<file path="src/rtl/axis_rti_line_packer_if.sv">
// AXI-Stream bundle for the RTI line packer. The master view carries the
// framed output (tlast/tuser); the slave view is the raw magnitude input,
// which has no framing of its own.
interface axis_rti_line_packer_if #(
    parameter int unsigned DATA_WIDTH = 32,
    parameter int unsigned USER_WIDTH = 16
);
    logic [DATA_WIDTH-1:0] tdata;
    logic                  tvalid;
    logic                  tready;
    logic                  tlast;
    logic [USER_WIDTH-1:0] tuser;

    modport master (
        output tdata,
        output tvalid,
        output tlast,
        output tuser,
        input  tready
    );

    modport slave (
        input  tdata,
        input  tvalid,
        output tready
    );
endinterface

</file>
<file path="src/rtl/axis_rti_line_packer.sv">
// Packs {down, up} magnitude pairs from the RTI readout into AXI-Stream lines.
// Beats are framed (tlast / line index) as they enter a small FWFT FIFO; the
// source ignores backpressure, so beats arriving while full are dropped and
// counted without disturbing the framing.
module axis_rti_line_packer #(
    parameter int unsigned MAG_WIDTH       = 16,
    parameter int unsigned LINE_LEN_WIDTH  = 12,
    parameter int unsigned FIFO_DEPTH_LOG2 = 4
) (
    input  logic                      aclk,
    input  logic                      areset,
    input  logic [LINE_LEN_WIDTH-1:0] cfg_line_len,
    axis_rti_line_packer_if.slave     s_axis,
    axis_rti_line_packer_if.master    m_axis,
    output logic [31:0]               sts_drop_count
);
    localparam int unsigned DATA_W  = 2 * MAG_WIDTH;
    localparam int unsigned DEPTH   = 1 << FIFO_DEPTH_LOG2;
    localparam int unsigned ENTRY_W = 16 + 1 + DATA_W;

    typedef logic [FIFO_DEPTH_LOG2-1:0] ptr_t;
    typedef logic [FIFO_DEPTH_LOG2:0]   cnt_t;
    typedef logic [LINE_LEN_WIDTH-1:0]  len_t;

    localparam cnt_t DEPTH_CNT = cnt_t'(DEPTH);
    localparam cnt_t CNT_ONE   = cnt_t'(1);
    localparam ptr_t PTR_ONE   = ptr_t'(1);
    localparam len_t LEN_ONE   = len_t'(1);

    logic [ENTRY_W-1:0] mem [DEPTH];
    ptr_t               wr_ptr;
    ptr_t               rd_ptr;
    cnt_t               count;

    len_t               pos;
    len_t               len;
    len_t               cfg_len_min1;
    len_t               len_eff;
    logic [15:0]        line_idx;
    logic [31:0]        drop_cnt;

    logic               full;
    logic               push;
    logic               pop;
    logic               drop;
    logic               tlast_in;

    assign full  = (count == DEPTH_CNT);
    assign push  = s_axis.tvalid && !full;
    assign drop  = s_axis.tvalid && full;
    assign pop   = m_axis.tvalid && m_axis.tready;

    assign s_axis.tready  = !full && !areset;
    assign m_axis.tvalid  = (count != '0);
    // Head entry is only presented while valid so outputs read zero when empty.
    assign {m_axis.tuser, m_axis.tlast, m_axis.tdata} = m_axis.tvalid ? mem[rd_ptr] : '0;
    assign sts_drop_count = drop_cnt;

    // Line length for the incoming beat: freshly latched config at a line start.
    always_comb begin
        cfg_len_min1 = (cfg_line_len == '0) ? LEN_ONE : cfg_line_len;
        len_eff      = (pos == '0) ? cfg_len_min1 : len;
        tlast_in     = (pos == (len_eff - LEN_ONE));
    end

    // FIFO storage write; contents need no reset because pointers/count do.
    always_ff @(posedge aclk) begin
        if (!areset && push) begin
            mem[wr_ptr] <= {line_idx, tlast_in, s_axis.tdata};
        end
    end

    // FIFO pointers and occupancy.
    always_ff @(posedge aclk) begin
        if (areset) begin
            wr_ptr <= '0;
            rd_ptr <= '0;
            count  <= '0;
        end else begin
            if (push) wr_ptr <= wr_ptr + PTR_ONE;
            if (pop)  rd_ptr <= rd_ptr + PTR_ONE;
            case ({push, pop})
                2'b10:   count <= count + CNT_ONE;
                2'b01:   count <= count - CNT_ONE;
                default: count <= count;
            endcase
        end
    end

    // Line framing advances on accepted beats only.
    always_ff @(posedge aclk) begin
        if (areset) begin
            pos      <= '0;
            len      <= '0;
            line_idx <= '0;
        end else if (push) begin
            if (pos == '0) len <= cfg_len_min1;
            if (tlast_in) begin
                pos      <= '0;
                line_idx <= line_idx + 16'd1;
            end else begin
                pos <= pos + LEN_ONE;
            end
        end
    end

    // Saturating count of beats dropped while the FIFO was full.
    always_ff @(posedge aclk) begin
        if (areset) begin
            drop_cnt <= '0;
        end else if (drop && (drop_cnt != '1)) begin
            drop_cnt <= drop_cnt + 32'd1;
        end
    end
endmodule

</file>
<file path="src/flat_wrapper.sv">
// flat-port wrapper written by rule: the top's interface ports become plain ports
module axis_rti_line_packer_flat 
#(
    parameter int unsigned MAG_WIDTH       = 16,
    parameter int unsigned LINE_LEN_WIDTH  = 12,
    parameter int unsigned FIFO_DEPTH_LOG2 = 4
)
  (aclk, areset, cfg_line_len, sts_drop_count, s_axis_tdata, s_axis_tvalid, s_axis_tready, m_axis_tdata, m_axis_tvalid, m_axis_tlast, m_axis_tuser, m_axis_tready);
  axis_rti_line_packer_if #(.DATA_WIDTH(32), .USER_WIDTH(16)) s_axis_i ();
  axis_rti_line_packer_if #(.DATA_WIDTH(32), .USER_WIDTH(16)) m_axis_i ();
  input  logic aclk;
  input  logic areset;
  input  logic [LINE_LEN_WIDTH-1:0] cfg_line_len;
  output logic [31:0] sts_drop_count;
  input wire logic [$bits(s_axis_i.tdata)-1:0] s_axis_tdata;
  input wire logic [$bits(s_axis_i.tvalid)-1:0] s_axis_tvalid;
  output wire logic [$bits(s_axis_i.tready)-1:0] s_axis_tready;
  output wire logic [$bits(m_axis_i.tdata)-1:0] m_axis_tdata;
  output wire logic [$bits(m_axis_i.tvalid)-1:0] m_axis_tvalid;
  output wire logic [$bits(m_axis_i.tlast)-1:0] m_axis_tlast;
  output wire logic [$bits(m_axis_i.tuser)-1:0] m_axis_tuser;
  input wire logic [$bits(m_axis_i.tready)-1:0] m_axis_tready;
  assign s_axis_i.tdata = s_axis_tdata;
  assign s_axis_i.tvalid = s_axis_tvalid;
  assign s_axis_tready = s_axis_i.tready;
  assign m_axis_tdata = m_axis_i.tdata;
  assign m_axis_tvalid = m_axis_i.tvalid;
  assign m_axis_tlast = m_axis_i.tlast;
  assign m_axis_tuser = m_axis_i.tuser;
  assign m_axis_i.tready = m_axis_tready;
  axis_rti_line_packer #(.MAG_WIDTH(MAG_WIDTH), .LINE_LEN_WIDTH(LINE_LEN_WIDTH), .FIFO_DEPTH_LOG2(FIFO_DEPTH_LOG2)) u_core (.aclk(aclk), .areset(areset), .cfg_line_len(cfg_line_len), .s_axis(s_axis_i), .m_axis(m_axis_i), .sts_drop_count(sts_drop_count));
endmodule
</file>
<file path="config.mk">
export PLATFORM = sky130hd
export DESIGN_NAME = axis_rti_line_packer_flat
export DESIGN_NICKNAME = d
export VERILOG_FILES = /design/src/rtl/axis_rti_line_packer_if.sv /design/src/rtl/axis_rti_line_packer.sv /design/src/flat_wrapper.sv
export SDC_FILE = /design/constraint.sdc
export NUM_CORES = 1
export LEC_CHECK = 0
export ABC_AREA = 1
export CAP_MARGIN = 25
export CORE_MARGIN = 2
export CORE_UTILIZATION = 50
export DETAILED_ROUTE_END_ITERATION = 10
export GPL_TIMING_DRIVEN = 0
export PLACE_DENSITY = 0.67
export SLEW_MARGIN = 20
export SYNTH_ARGS = -nofsm -noshare
export SYNTH_HDL_FRONTEND = slang
export SYNTH_SLANG_ARGS = --single-unit
export TNS_END_PERCENT = 10
</file>
<file path="constraint.sdc">
create_clock -name aclk -period 10.7 [get_ports aclk]
set_input_delay 1.605 -clock aclk [delete_from_list [all_inputs] [get_ports aclk]]
set_output_delay 1.605 -clock aclk [all_outputs]
set_load 0.05 [all_outputs]
</file>
; After elaboration in Yosys (flattened, before gate mapping)
; Memories as Yosys holds them, arrays and structs flattened. A register that Yosys moved wholly into a read port is not among the register bits.
; Cells that the tools add are included.
[op_classes]
add_sub_neg = 8
n_eq_ne = 5
n_mux = 9
reduce_logical = 13
[ops]
columns = op, n
row1 = 49-bit 2-to-1 mux, 1
row2 = 12-bit 2-to-1 mux, 3
row3 = 32-bit by 1-bit adder with 32-bit output (second input constant), 1
row4 = 32-bit != test (second input constant), 1
row5 = 12-bit logical NOT, 2
row6 = 16-bit by 1-bit adder with 16-bit output (second input constant), 1
row7 = 12-bit by 1-bit adder with 12-bit output (second input constant), 1
row8 = 12-bit equality test, 1
row9 = 12-bit by 1-bit subtractor with 12-bit output (second input constant), 1
row10 = 5-bit case mux with 2 select lines, 1
row11 = 4-bit by 1-bit adder with 4-bit output (second input constant), 2
row12 = 4-bit 2-to-1 mux, 2
row13 = 1-bit logical AND, 6
row14 = 5-bit by 1-bit adder with 5-bit output (second input constant), 1
row15 = 5-bit equality test (second input constant), 1
row16 = 5-bit nonzero test, 1
row17 = 5-bit by 1-bit subtractor with 5-bit output (second input constant), 1
row18 = 2-bit by 1-bit equality test with 1-bit output (second input constant), 1
row19 = 2-bit equality test (second input constant), 1
row20 = 1-bit logical NOT, 2
row21 = 1-bit 2-to-1 mux, 2
row22 = 2-bit AND reduction, 1
row23 = 2-bit nonzero test, 1
[word_totals]
regBits = 85
mem_bits_rw = 784
input_bits = 48
output_inout_bits = 83
wordCells = 43
memories = 1
[memory_table]
columns = name, depth, word_bits, read_ports, rd_clocked_by_memory_dff, wr, line
row1 = u_core.mem, 16, 49, 1, 1, 1, axis_rti_line_packer.sv:30  ; logic [ENTRY_W-1:0] mem [DEPTH];

; Depth between registers and ports, before layout
[depth]
ltp_word = 6
mapped_depth = 24

; Worst setup path before layout
; No wires, ideal clock.
[synth_timing]
path_type = input port to flip-flop
startpoint = input areset
endpoint = memory u_core.mem[0][0] in the netlist's numbering, enable pin
setup_time_ns = 0.456
arrival_time_ns = 4.177
slack_ns = 6.067
path_stages = 4
path_buffers = 1
cell_sequence = clkbuf_1 -> nor2_1 -> nand2_1 -> nor2_1
[synth_between]
elab_chain_cells = 4
[synth_lines]
columns = element, line
row1 = "start, declared", flat_wrapper.sv:12  ; input logic areset;
row2 = 1-bit logical NOT, axis_rti_line_packer.sv:68  ; if (!areset && push) begin
row3 = 1-bit logical AND, axis_rti_line_packer.sv:68
row4 = 1-bit 2-to-1 mux, axis_rti_line_packer.sv:68
row5 = 1-bit 2-to-1 mux (not written as such), axis_rti_line_packer.sv:69  ; mem[wr_ptr] <= {line_idx, tlast_in, s_axis.tdata};
row6 = "end, declared", axis_rti_line_packer.sv:30
; Every way passes these cells.

==> reports/metrics.cfg <==
[finish]
multiInputGateArea_um2=9320
ff_latch_area_um2=25300
fill_cells=5596
area_growth_pct=18.7
drive_above_1_share_pct=7.18
nets=3303

[floorplan]
core.rowCount=98
die_area_um2=73600
die_y_um=271
io_pins=131
die_w_um=271
coreArea_um2=71100
initial_core_util_pct=50.3

[detailed_routing]
drt_iter0_markers=3898
vias=26800
first_pass_iters=7
drt_wl_total_mm=116
ant_nets=0
wl_per_cell_um=27.1
remaining_drc_errors=0
vias_per_cell=6.29

[power_and_ir_drop]
swShare_pct=36.3
p_leak_nw=13.8
peakVddDrop_uv=169
switchingPower_w=0.00361
pwr-share-clk_pct=31.6
p_comb_share_pct=30.4
seq_power_share_pct=38.0
p_per_area_nw_per_um2=235
power.internal_w=0.00634

[yosys]
synthesis.nets=3037
netlist_area_um2=35700
syn-instance-count=2974
yosysTopAreaCellShare_pct=65.9
ys_types=44
synth.avg_cell_area_um2=12.0
synth_area_leaders=edfxtp_1, o21ai_0, nor2_1
ys_seq_area_share_pct=70.9
ys_ff_latch=873
yosysWarnings=0
yosys.area.top_type=edfxtp_1

[global_routing]
grtUsageTotal_pct=30.9
overflow=0
grt_start_max_net_pins=22
antenna_found_initial=2
grt_pass1_wl_mm=168
grt_pass1_vias=26600

[timing]
max_slew_margin_pct=22.5
max_freq_mhz=145
final.setup.tns_ns=0
fin_crit_ns=6.90
worst_slew_pin_slew_ns=1.16
fin_hold_ws_ns=0.493
rsz0062_at_grt=false
final.period_utilization_pct=64.5
skew_ns=0.0217
setup_viol=0
slew_viol_final=0
hold_violations=0

[status]
status=finished, final reports clean

[clock_tree]
cts_root_buf=clkbuf_16
cts_setup_buffers=0
cts_tree=built
cts_buffers=90
cts_max_level=3
clk_latency_ns=0.65
clockBufferDepth=3
cts_hold_buffers=0
cts_sinks=873
cts.repair.resized=0
clk_pin_slew_ns=0.06

[worst_setup_path]
cp.required_ns=9.10
worstSetupStartpointType=flop
arrival_ns=5.30
end_kind=output port
critPathKind=flop to output port
critPathMaxFanout=10

[placed_design]
gp_congestion=0.885
dp_hpwl_mm=77.4
port_buffers=130

[flow_run]
maxCapViolations=0

[min_path]
min-delay-path-class=flop to flop

## cell families after synthesis
family	Yosys count	share of synthesized area, %
AO/OA/AOI/OAI	800	13.4
XOR/XNOR	28	0.686
adder cells (fa/ha/maj)	15	0.546
buffers and inverters	318	3.39
flip-flops	873	70.9
AND/OR/NAND/NOR	940	11.1
## power by group through the flow
stage,registers (W),logic [W],clock network (W)
floorplan,0.00385,0.00172,0
global placement,0.00386,0.00286,0
detailed placement,0.00385,0.00295,0
CTS,0.00378,0.00297,0.00315
global route,0.00379,0.00316,0.00329
finish,0.00378,0.00303,0.00314
## per-stage QoR
step                total power, W  utilization (%)  cells  area (um2)  setup WS (ns)
global placement           0.00672             53.8   4054       38200           2.57
floorplan                  0.00557                -   2974       35700           6.07
global route                0.0102             59.6   4267       42400           3.71
detailed placement         0.00681             55.5   4098       39500           4.53
CTS                        0.00990             59.6   4266       42400           3.92
finish                     0.00995             59.6   4267       42400           3.80
## final timing paths
path,startpoint,endpoint,slack [ns],cells past startpoint
max,flop,m_axis_tuser[10],3.80,10
min,u_core.count[4],u_core.count[4],0.49,1
max reg2reg,u_core.pos[0],u_core.pos[6],6.94,18
min reg2reg,u_core.count[4],u_core.count[4],0.49,1
## registers in the layout, summed over array words and instances, names as in the netlist, named ones only
| register | flops |
|---|---|
| u_core.count | 5 |
| u_core.rd_ptr | 4 |
| u_core.pos | 12 |
| u_core.line_idx | 16 |
| u_core.mem | 784 |
| u_core.len | 12 |
| u_core.sts_drop_count | 32 |
| u_core.wr_ptr | 4 |
## cell usage in the layout, fill, tap and decap left out, types with 4 or more instances in the layout
master	Yosys	routed
clkinv_2	0	16
nor2_1	508	492
nand2_1	225	225
xnor2_1	5	5
inv_2	6	6
edfxtp_1	784	784
nand3_2	4	4
ha_1	14	14
o211ai_1	59	59
nand3_1	104	104
nor2_4	7	23
inv_1	128	128
buf_12	0	11
a21oi_1	101	101
nor2_2	8	8
nand4_1	20	20
nor4_1	9	9
nor3_1	26	26
clkbuf_1	169	192
nor3b_1	7	7
buf_1	12	12
bufinv_16	0	8
nand2_2	12	12
o221ai_1	141	141
xor2_1	23	23
nand3b_1	4	4
clkbuf_16	0	95
o21ai_0	433	433
clkdlybuf4s50_1	0	130
clkinv_1	0	16
buf_16	0	32
o22ai_1	55	55
dfxtp_1	89	89
## worst max-delay path, stage by stage, from the launching register on
cell and delay, ns:
dfxtp_1 0.36, clkbuf_1 0.19, clkbuf_1 0.26, inv_1 0.18, clkbuf_1 0.78, clkbuf_1 0.92
o21ai_0 0.17, o221ai_1 0.20, o211ai_1 0.11, a21oi_1 0.52, clkdlybuf4s50_1 0.92
## routing by layer
metal / GRT usage (%) / routed length (um) / vias up / share of wire [%]
met4: 15.7 / 6000 / 2 / 5.2
met3: 6.36 / 13000 / 332 / 11
met5: 0 / 7 / - / 0.0061
li1: - / - / 11500 / -
met1: 39.5 / 42100 / 13100 / 36
met2: 50.2 / 54500 / 1865 / 47
## synth_stat cells, drive strengths merged
master	n
a211oi	1
a21boi	1
a21oi	102
a221oi	1
a31o	1
a31oi	1
a41oi	1
and3	1
buf	15
clkbuf	169
dfxtp	89
edfxtp	784
fa	1
ha	14
inv	134
nand2	239
nand3	108
nand3b	4
nand4	20
nor2	523
nor3	27
nor3b	8
nor4	9
o211ai	59
o21a	2
o21ai	435
o221ai	141
o22ai	55
or2	1
xnor2	5
xor2	23
## layout make-up
| type | instances | area share [%] |
|---|---|---|
| Clock buffer | 120 | 5.83 |
| Buffer | 184 | 1.68 |
| Inverter | 134 | 1.19 |
| Clock inverter | 48 | 1.12 |
| Antenna cell | 1 | 0.00590 |
| Multi-Input combinational cell | 1783 | 22.0 |
| Tap cell | 950 | 2.80 |
| Sequential cell | 873 | 59.7 |
| Timing Repair Buffer | 174 | 5.70 |
Note: power is estimated with default switching activity, not from simulation.
